[config.mk]
export PLATFORM = sky130hd
export DESIGN_NAME = dsp_mac_sequencer
export DESIGN_NICKNAME = d
export VERILOG_FILES = /design/src/rtl/dsp_mac_sequencer.sv
export SDC_FILE = /design/constraint.sdc
export NUM_CORES = 1
export LEC_CHECK = 0
export ABC_AREA = 1
export BUFFER_PORTS_ARGS = -buffer_cell sky130_fd_sc_hd__buf_2
export CAP_MARGIN = 25
export CORE_MARGIN = 3
export CORE_UTILIZATION = 38
export CTS_CLUSTER_DIAMETER = 80
export DETAILED_ROUTE_END_ITERATION = 16
export MAX_ROUTING_LAYER = met4
export PLACE_DENSITY = 0.74
export SLEW_MARGIN = 20
export SYNTH_ARGS = -nofsm -noshare
export SYNTH_HDL_FRONTEND = slang
export SYNTH_SLANG_ARGS = --single-unit
export TNS_END_PERCENT = 1
[constraint.sdc]
create_clock -name CLK -period 2 [get_ports CLK]
set_input_delay 0.1 -clock CLK [delete_from_list [all_inputs] [get_ports CLK]]
set_output_delay 0.1 -clock CLK [all_outputs]
set_load 0.02 [all_outputs]
[src/rtl/dsp_mac_sequencer.sv]
// rtl/dsp_mac_sequencer.sv - issues signed 18x18 operand pairs to a fully pipelined DSP48A1 and captures the accumulated P
module dsp_mac_sequencer #(
  parameter int ISSUE_TO_P = 4,
  parameter int OPMODE_DLY = 2,
  parameter int LEN_W      = 8
) (
  input  logic              CLK,
  input  logic              RST,
  input  logic              start,
  input  logic [LEN_W-1:0]  len,
  input  logic              in_valid,
  output logic              in_ready,
  input  logic [17:0]       a_in,
  input  logic [17:0]       b_in,
  output logic [17:0]       dsp_A,
  output logic [17:0]       dsp_B,
  output logic [7:0]        dsp_OPMODE,
  output logic              dsp_CARRYIN,
  input  logic [47:0]       dsp_P,
  output logic [47:0]       result,
  output logic              result_valid,
  output logic              busy
);

  localparam logic [7:0] OP_FIRST = 8'b0000_0001;  // X=M, Z=0
  localparam logic [7:0] OP_ACC   = 8'b0000_1001;  // X=M, Z=P
  localparam logic [7:0] OP_HOLD  = 8'b0000_1000;  // X=0, Z=P

  localparam int WAIT_W = $clog2(ISSUE_TO_P + 1);

  typedef enum logic [1:0] {
    S_IDLE  = 2'd0,
    S_RUN   = 2'd1,
    S_DRAIN = 2'd2
  } state_t;

  state_t            r_state;
  logic [LEN_W-1:0]  r_cnt;
  logic [WAIT_W-1:0] r_wait;
  logic              r_first;
  logic              r_in_ready;
  logic              r_busy;
  logic [17:0]       r_dsp_a;
  logic [17:0]       r_dsp_b;
  logic [7:0]        r_tag;
  logic [7:0]        r_dly [OPMODE_DLY];
  logic [47:0]       r_result;
  logic              r_result_valid;

  logic              w_hs;

  // in_ready is only ever high in RUN, so it alone qualifies the handshake
  assign w_hs = r_in_ready & in_valid;

  assign in_ready     = r_in_ready;
  assign busy         = r_busy;
  assign dsp_A        = r_dsp_a;
  assign dsp_B        = r_dsp_b;
  assign dsp_OPMODE   = r_dly[OPMODE_DLY-1];
  assign dsp_CARRYIN  = 1'b0;
  assign result       = r_result;
  assign result_valid = r_result_valid;

  // Operand issue and tag generation; the tag then trails its operands so the slice's
  // OPMODE register lines up with the M->P stage of the same pair
  always_ff @(posedge CLK) begin
    if (RST) begin
      r_dsp_a <= '0;
      r_dsp_b <= '0;
      r_tag   <= OP_HOLD;
      for (int i = 0; i < OPMODE_DLY; i++) begin
        r_dly[i] <= OP_HOLD;
      end
    end else begin
      if (w_hs) begin
        r_dsp_a <= a_in;
        r_dsp_b <= b_in;
        r_tag   <= r_first ? OP_FIRST : OP_ACC;
      end else begin
        r_dsp_a <= '0;
        r_dsp_b <= '0;
        r_tag   <= OP_HOLD;
      end
      r_dly[0] <= r_tag;
      for (int i = 1; i < OPMODE_DLY; i++) begin
        r_dly[i] <= r_dly[i-1];
      end
    end
  end

  // Job control FSM: count accepted pairs, wait for the pipeline to drain, capture P
  always_ff @(posedge CLK) begin
    if (RST) begin
      r_state        <= S_IDLE;
      r_cnt          <= '0;
      r_wait         <= '0;
      r_first        <= 1'b0;
      r_in_ready     <= 1'b0;
      r_busy         <= 1'b0;
      r_result       <= '0;
      r_result_valid <= 1'b0;
    end else begin
      r_result_valid <= 1'b0;
      case (r_state)
        S_IDLE: begin
          if (start) begin
            if (len != '0) begin
              r_state    <= S_RUN;
              r_cnt      <= len;
              r_first    <= 1'b1;
              r_in_ready <= 1'b1;
              r_busy     <= 1'b1;
            end else begin
              // empty job: the sum is zero and no slice traffic is needed
              r_result       <= '0;
              r_result_valid <= 1'b1;
            end
          end
        end
        S_RUN: begin
          if (w_hs) begin
            r_first <= 1'b0;
            r_cnt   <= r_cnt - LEN_W'(1);
            if (r_cnt == LEN_W'(1)) begin
              r_state    <= S_DRAIN;
              r_in_ready <= 1'b0;
              r_wait     <= WAIT_W'(ISSUE_TO_P);
            end
          end
        end
        S_DRAIN: begin
          // counter hits zero on the edge P takes the last product; sample one edge later
          if (r_wait == '0) begin
            r_result       <= dsp_P;
            r_result_valid <= 1'b1;
            r_busy         <= 1'b0;
            r_state        <= S_IDLE;
          end else begin
            r_wait <= r_wait - WAIT_W'(1);
          end
        end
        default: begin
          r_state    <= S_IDLE;
          r_in_ready <= 1'b0;
          r_busy     <= 1'b0;
        end
      endcase
    end
  end

endmodule

==> impl_metrics.xml, run 1 <==
<?xml version="1.0" encoding="UTF-8"?>
<metrics>
  <group name="sta">
    <metric name="worstMarginPinSlew" unit="ns">0.502</metric>
    <metric name="max_freq" unit="GHz">0.628</metric>
    <metric name="timing.final.max_slew_violations" unit="">0</metric>
    <metric name="setup_tns" unit="ns">0</metric>
    <metric name="final_min_period_over_clock_period" unit="">0.796</metric>
    <metric name="setup_violations_final" unit="">0</metric>
    <metric name="max-slew-margin-rel" unit="">0.664</metric>
    <metric name="rsz_0062_raised_after_global_routing" unit="">no</metric>
    <metric name="timing.final.hold_violations" unit="">0</metric>
    <metric name="layout_min_cycle_time" unit="ns">1.59</metric>
    <metric name="finClkSkew" unit="ns">0.0173</metric>
  </group>
  <group name="drt">
    <metric name="routed_wirelength" unit="mm">11.6</metric>
    <metric name="drt-pass1-iter-count" unit="">4</metric>
    <metric name="route.detailed.drc" unit="">0</metric>
    <metric name="drt_iter0_drc" unit="">237</metric>
    <metric name="wl_per_cell" unit="um">12.8</metric>
    <metric name="viasPerCell" unit="">4.59</metric>
    <metric name="detailroute.via_count" unit="">4136</metric>
    <metric name="ant_nets" unit="">0</metric>
  </group>
  <group name="worst_setup_path">
    <metric name="timing.critical_path.arrival" unit="ns">1.87</metric>
    <metric name="cp_data_required_time" unit="ns">2.28</metric>
    <metric name="worst_setup_path_start_kind" unit="">register</metric>
    <metric name="critical-path-top-delay-family" unit="">buffers and inverters</metric>
    <metric name="crit_path_start" unit="">r_wait[0]</metric>
    <metric name="crit_path_frequent_cell" unit="">inv_1</metric>
    <metric name="worst_path_largest_cell_delay" unit="ns">0.35</metric>
    <metric name="timing.critical_path.slowest_stage_cell" unit="">dfxtp_1</metric>
    <metric name="critical_path.max_fanout" unit="">49</metric>
    <metric name="worst-setup-path-type" unit="">reg2reg</metric>
    <metric name="critical_path_buf_inv_count" unit="">4</metric>
    <metric name="timing.rr.start" unit="">r_wait[0]</metric>
    <metric name="cp_cell_sequence" unit="">inv_1 -&gt; ha_1 -&gt; inv_1 -&gt; nor2_1 -&gt; nand3_1 -&gt; inv_1 -&gt; a21oi_4 -&gt; buf_12 -&gt; nand2_1 -&gt; a21oi_1</metric>
    <metric name="cp_capture_type" unit="">register</metric>
  </group>
  <group name="finish">
    <metric name="layout.cells.most_common_list" unit="">buf_2 (184), nand2_1 (136), dfxtp_1 (107), dlygate4sd3_1 (81), nor2_1 (66)</metric>
    <metric name="fin_nets" unit="">863</metric>
    <metric name="layout.filler_cells" unit="">836</metric>
    <metric name="area_growth_syn_to_layout" unit="%">51.7</metric>
    <metric name="leading_cell_type_in_the_layout_fill_and_taps_excluded" unit="">buf_2</metric>
    <metric name="post-route-cell-area" unit="um2">5890</metric>
    <metric name="drive_above_1_share" unit="">0.275</metric>
  </group>
  <group name="power">
    <metric name="worst_ir_drop_on_vdd" unit="V">0.000439</metric>
    <metric name="cellLeakagePower" unit="nW">2.96</metric>
    <metric name="power.density" unit="nW/um2">685</metric>
  </group>
  <group name="global_routing">
    <metric name="gr-total-overflow" unit="">0</metric>
    <metric name="first_global_vias" unit="">4112</metric>
    <metric name="antenna_found_initial" unit="">0</metric>
    <metric name="grt_pass1_wl" unit="mm">18.6</metric>
    <metric name="grt_start_max_net_pins" unit="">50</metric>
    <metric name="grtUsageTotal" unit="">0.205</metric>
  </group>
  <group name="floorplan">
    <metric name="fp-row-count" unit="">36</metric>
    <metric name="die_area" unit="um2">11500</metric>
    <metric name="die-height" unit="um">107</metric>
    <metric name="chipWidth" unit="um">107</metric>
    <metric name="start_util" unit="">0.393</metric>
    <metric name="placeableCoreArea" unit="um2">9860</metric>
    <metric name="num_io_pins" unit="">192</metric>
  </group>
  <group name="synth">
    <metric name="post_synth_inst_count" unit="">505</metric>
    <metric name="synth_cell_type_count" unit="">20</metric>
    <metric name="post_synth.cell_area_avg" unit="um2">7.68</metric>
    <metric name="synth-warning-count" unit="">0</metric>
    <metric name="synth-seq-area-share" unit="">0.552</metric>
    <metric name="synth_seq_cells" unit="">107</metric>
    <metric name="netlist_area" unit="um2">3880</metric>
  </group>
  <group name="clock_tree">
    <metric name="clock_latency" unit="ns">0.35</metric>
    <metric name="cts.root.buffer_cell" unit="">clkbuf_8</metric>
    <metric name="hold_buffers" unit="">81</metric>
    <metric name="clock-sinks" unit="">107</metric>
    <metric name="cts-htree-levels" unit="">3</metric>
    <metric name="clkSlewWorstSetupHoldPaths" unit="ns">0.11</metric>
    <metric name="post_cts_resized" unit="">0</metric>
    <metric name="max-clock-path-buffers" unit="">2</metric>
    <metric name="cts_post_setup_buffers_inserted" unit="">0</metric>
    <metric name="tritoncts_clock_tree" unit="">done</metric>
    <metric name="cts-buffers-inserted" unit="">9</metric>
  </group>
  <group name="placement">
    <metric name="gp_routability_congestion" unit="">0.847</metric>
    <metric name="port_buffers" unit="">184</metric>
    <metric name="instance_area_after_placement" unit="um2">4890</metric>
    <metric name="post-dp-hpwl" unit="mm">7.22</metric>
  </group>
  <group name="job">
    <metric name="timing.max_cap.violations" unit="">0</metric>
  </group>
  <group name="hold_path">
    <metric name="hold_path.class" unit="">in2reg</metric>
    <metric name="timing.hold.worst.start" unit="">dsp_P[31]</metric>
  </group>
  <group name="outcome">
    <metric name="status" unit="">finished, final reports clean</metric>
  </group>
</metrics>
-- through the flow --
| stage | power, W | hold WS (ns) | instances | worst slack [ns] | utilization |
|---|---|---|---|---|---|
| 5_1_grt | 0.00424 | 0.000410 | 901 | 0.226 | 0.597 |
| 4_1_cts | 0.00407 | 0.00338 | 901 | 0.411 | 0.597 |
| 6_report | 0.00403 | 0.0268 | 902 | 0.408 | 0.597 |
| 2_1_floorplan | 0.00253 | 0.199 | 511 | 0.569 | - |
| 3_5_place_dp | 0.00270 | 0.320 | 804 | 0.440 | 0.496 |
| 3_3_place_gp | 0.00268 | 0.312 | 804 | 0.541 | 0.496 |
-- path summary, 6_finish.rpt --
| path | to | slack, ns | depth (start not counted) |
|---|---|---|---|
| max | result[36] | 0.41 | 10 |
| min | result[31] | 0.03 | 3 |
| max reg2reg | result[36] | 0.41 | 10 |
| min reg2reg | r_dly[0][8] | 0.41 | 2 |
-- power by group --
part / switching [W] / internal (W) / total (W)
registers: 0.0000316 / 0.00218 / 0.00221
logic: 0.000304 / 0.000272 / 0.000576
clock network: 0.000744 / 0.000500 / 0.00124
-- per-layer routing --
metal	share of wire	track usage	vias up
met2	0.50	0.359	192
li1	-	-	2038
met4	0.024	0.0776	0
met5	0	-	-
met1	0.42	0.234	1881
met3	0.062	0.0349	25
-- logic make-up after synthesis --
kind of cell    after synthesis  synth area share
simple gates                223             0.226
flops                       107             0.552
buf+inv                      93             0.104
compound gates               76             0.101
fa+ha+maj                     4            0.0129
xor+xnor                      1           0.00226
other cells                   1          0.000967
-- synthesized netlist by cell type --
cell type / count / area [um2]
nand4_1: 1 / 6.26
a21oi_1: 64 / 320
clkbuf_1: 12 / 45.0
nor3_2: 1 / 10.0
buf_4: 11 / 82.6
nor2_1: 66 / 248
nand3_1: 16 / 80.1
conb_1: 1 / 3.75
dfxtp_1: 107 / 2140
xor2_1: 1 / 8.76
o21ai_0: 11 / 55.1
clkinv_1: 1 / 3.75
a21oi_4: 1 / 16.3
or2_2: 2 / 12.5
buf_2: 6 / 30.0
nor2_4: 1 / 11.3
inv_1: 62 / 233
buf_6: 1 / 11.3
ha_1: 4 / 50.1
nand2_1: 136 / 510
-- sequential cells by signal, indices dropped and copies added (netlist names) --
signal,count
r_first,1
in_ready,1
result,48
r_dly,4
dsp_B,18
r_cnt,8
r_state,2
result_valid,1
dsp_A,18
busy,1
r_tag,2
r_wait,3
-- tightest hold or removal path, cell delays in order --
cell     delay (ns)
buf_2          0.10
nand2_1        0.06
a21oi_1        0.06
-- area by class of cell --
type | count | area, um2 | area share
multi-input combinational | 311 | 1360 | 0.230
inverter | 63 | 236 | 0.0402
tap | 133 | 166 | 0.0283
timing repair buffer | 271 | 1800 | 0.306
clock buffer | 10 | 138 | 0.0234
sequential | 107 | 2140 | 0.364
antenna | 1 | 2.50 | 0.000425
clock inverter | 6 | 45.0 | 0.00765
Power figures use the tool's default switching activity.
==> run 2: changes to the inputs <==
Clock period 2 ns to 1.55 ns, I/O delays scaled along.
==> run 2 against run 1 <==
  * Final cell count increased by 1.6%
  * Core utilization up 2.6 points
  * Sequential power is 29% higher
  * Clock-buffer cell count unchanged
  * Sequential share of layout area fell by 1.5 points
  * Clock power is 51% higher
  * Register-to-register slack worse by 0.39 ns
  * Maximum frequency is 4.2% higher
  * Critical path depth increased by 1
  * Global-route usage is 0.46 points higher
  * Combinational power is 34% higher
  * Clock skew rose by 0.00098 ns
  * Critical endpoint is now result[11]
==> impl_metrics.xml, run 2 (synthesized netlist as in run 1, its figures left out) <==
<?xml version="1.0" encoding="UTF-8"?>
<metrics>
  <group name="outcome">
    <metric name="status" unit="">finished, final reports clean</metric>
  </group>
  <group name="power">
    <metric name="worst_ir_drop_on_vdd" unit="V">0.000548</metric>
    <metric name="report.power.total" unit="W">0.00549</metric>
    <metric name="cellLeakagePower" unit="nW">3.06</metric>
    <metric name="power.density" unit="nW/um2">894</metric>
  </group>
  <group name="placement">
    <metric name="place_ws" unit="ns">-0.000641</metric>
    <metric name="post-dp-hpwl" unit="mm">7.25</metric>
    <metric name="instance_area_after_placement" unit="um2">4940</metric>
    <metric name="gp_routability_congestion" unit="">0.909</metric>
    <metric name="port_buffers" unit="">184</metric>
  </group>
  <group name="worst_setup_path">
    <metric name="timing.rr.start" unit="">r_wait[0]</metric>
    <metric name="timing.critical_path.to" unit="">result[11]</metric>
    <metric name="cp_capture_type" unit="">register</metric>
    <metric name="timing.critical_path.arrival" unit="ns">1.82</metric>
    <metric name="cp_data_required_time" unit="ns">1.84</metric>
    <metric name="worst-setup-path-type" unit="">reg2reg</metric>
    <metric name="worst_setup_path_start_kind" unit="">register</metric>
    <metric name="worst-r2r-setup-slack" unit="ns">0.02</metric>
    <metric name="rr_worst_depth" unit="">11</metric>
    <metric name="r2r-end" unit="">result[11]</metric>
    <metric name="crit_path_start" unit="">r_wait[0]</metric>
    <metric name="critical_path.max_fanout" unit="">11</metric>
  </group>
  <group name="finish">
    <metric name="leading_cell_type_in_the_layout_fill_and_taps_excluded" unit="">buf_2</metric>
    <metric name="layout.cells.most_common_list" unit="">buf_2 (184), nand2_1 (134), dfxtp_1 (106), dlygate4sd3_1 (85), nor2_1 (64)</metric>
    <metric name="fin_nets" unit="">878</metric>
    <metric name="area_growth_syn_to_layout" unit="%">58.3</metric>
    <metric name="drive_above_1_share" unit="">0.300</metric>
    <metric name="number_of_flip_flops_in_the_largest_register" unit="">48</metric>
    <metric name="n_antenna_cell" unit="">0</metric>
    <metric name="final_core_utilization" unit="">0.623</metric>
    <metric name="post-route-cell-area" unit="um2">6140</metric>
  </group>
  <group name="clock_tree">
    <metric name="cts-buffers-inserted" unit="">9</metric>
    <metric name="cts.root.buffer_cell" unit="">clkbuf_8</metric>
    <metric name="max-clock-path-buffers" unit="">2</metric>
    <metric name="clock_latency" unit="ns">0.36</metric>
    <metric name="tritoncts_clock_tree" unit="">done</metric>
    <metric name="clock-sinks" unit="">107</metric>
    <metric name="cts-htree-levels" unit="">3</metric>
    <metric name="clkSlewWorstSetupHoldPaths" unit="ns">0.11</metric>
  </group>
  <group name="global_routing">
    <metric name="gr-total-overflow" unit="">0</metric>
    <metric name="grtUsageTotal" unit="">0.210</metric>
    <metric name="grt_pass1_wl" unit="mm">18.8</metric>
    <metric name="first_global_vias" unit="">4218</metric>
    <metric name="antenna_found_initial" unit="">0</metric>
    <metric name="grt_start_max_net_pins" unit="">49</metric>
  </group>
  <group name="sta">
    <metric name="layout_setup_ws" unit="ns">0.0220</metric>
    <metric name="max_freq" unit="GHz">0.654</metric>
    <metric name="final_min_period_over_clock_period" unit="">0.986</metric>
    <metric name="setup_violations_final" unit="">0</metric>
    <metric name="finClkSkew" unit="ns">0.0182</metric>
    <metric name="timing.final.hold_violations" unit="">0</metric>
    <metric name="setup_tns" unit="ns">0</metric>
    <metric name="layout_min_cycle_time" unit="ns">1.53</metric>
    <metric name="rsz_0062_raised_after_global_routing" unit="">yes</metric>
    <metric name="timing.final.max_slew_violations" unit="">0</metric>
  </group>
  <group name="drt">
    <metric name="wl_per_cell" unit="um">13.3</metric>
    <metric name="detailroute.via_count" unit="">4168</metric>
    <metric name="drt-pass1-iter-count" unit="">4</metric>
    <metric name="drt_iter0_drc" unit="">217</metric>
    <metric name="routed_wirelength" unit="mm">12.2</metric>
    <metric name="ant_nets" unit="">0</metric>
    <metric name="route.detailed.drc" unit="">0</metric>
    <metric name="viasPerCell" unit="">4.55</metric>
  </group>
  <group name="job">
    <metric name="timing.max_cap.violations" unit="">0</metric>
  </group>
  <group name="floorplan">
    <metric name="die-height" unit="um">107</metric>
    <metric name="fp-row-count" unit="">36</metric>
    <metric name="placeableCoreArea" unit="um2">9860</metric>
    <metric name="num_io_pins" unit="">192</metric>
    <metric name="start_util" unit="">0.393</metric>
    <metric name="chipWidth" unit="um">107</metric>
    <metric name="die_area" unit="um2">11500</metric>
  </group>
  <group name="hold_path">
    <metric name="hold_path.class" unit="">in2reg</metric>
  </group>
</metrics>
[run 2: final cells by class]
| class | count | area (um2) |
|---|---|---|
| clock buffer | 10 | 128 |
| clock inverter | 6 | 88.8 |
| fill | 804 | 3720 |
| inverter | 63 | 236 |
| multi-input combinational | 311 | 1390 |
| sequential | 107 | 2140 |
| tap | 133 | 166 |
| timing repair buffer | 286 | 1990 |
[run 2: worst min path at each step]
stage	depth (start not counted)	endpoint	slack (ns)	startpoint
2_1_floorplan	1	r_tag[0]	0.18	RST
3_3_place_gp	3	dsp_B[14]	0.29	b_in[14]
3_5_place_dp	3	dsp_A[15]	0.29	a_in[15]
4_1_cts	5	r_cnt[5]	0.04	len[5]
5_1_grt	3	r_tag[0]	0.05	in_valid
6_report	5	r_cnt[5]	0.06	len[5]
[run 2: routing by layer]
metal  share of wire  GRT usage  wire, um  vias to the layer above
li1                -          -         -                     2070
met1            0.42      0.245      5100                     1865
met2            0.48      0.340      5910                      200
met3           0.070     0.0458       858                       33
met4           0.028      0.105       344                        0
met5               0          -         0                        -
[run 2: metrics by stage]
step,cells,hold WS (ns)
2_1_floorplan,511,0.176
3_3_place_gp,810,0.289
3_5_place_dp,810,0.295
4_1_cts,911,0.0361
5_1_grt,916,0.0515
6_report,916,0.0631
[run 2: report_power, final]
part           leakage (nW)  switching [W]  internal (W)
Combinational          2.09       0.000395      0.000377
Clock                 0.103       0.000951      0.000915
Sequential            0.867      0.0000425       0.00281
[run 2: what timing repair did]
item	4_1_cts	5_1_grt
gates resized for setup	2	12
hold endpoints to repair	86	0
gates cloned	0	4
buffers inserted	0	1
endpoints found under the setup margin	3	51
hold buffers	85	0
[run 2: worst max-delay path: stages (launching register included)]
cell and delay (ns):
dfxtp_2 0.35, inv_2 0.05, ha_1 0.18, inv_1 0.06
nor2_2 0.04, nand3_1 0.07, inv_2 0.08, a21oi_4 0.14
buf_12 0.14, clkbuf_16 0.16, nand2_1 0.06, a21oi_1 0.12
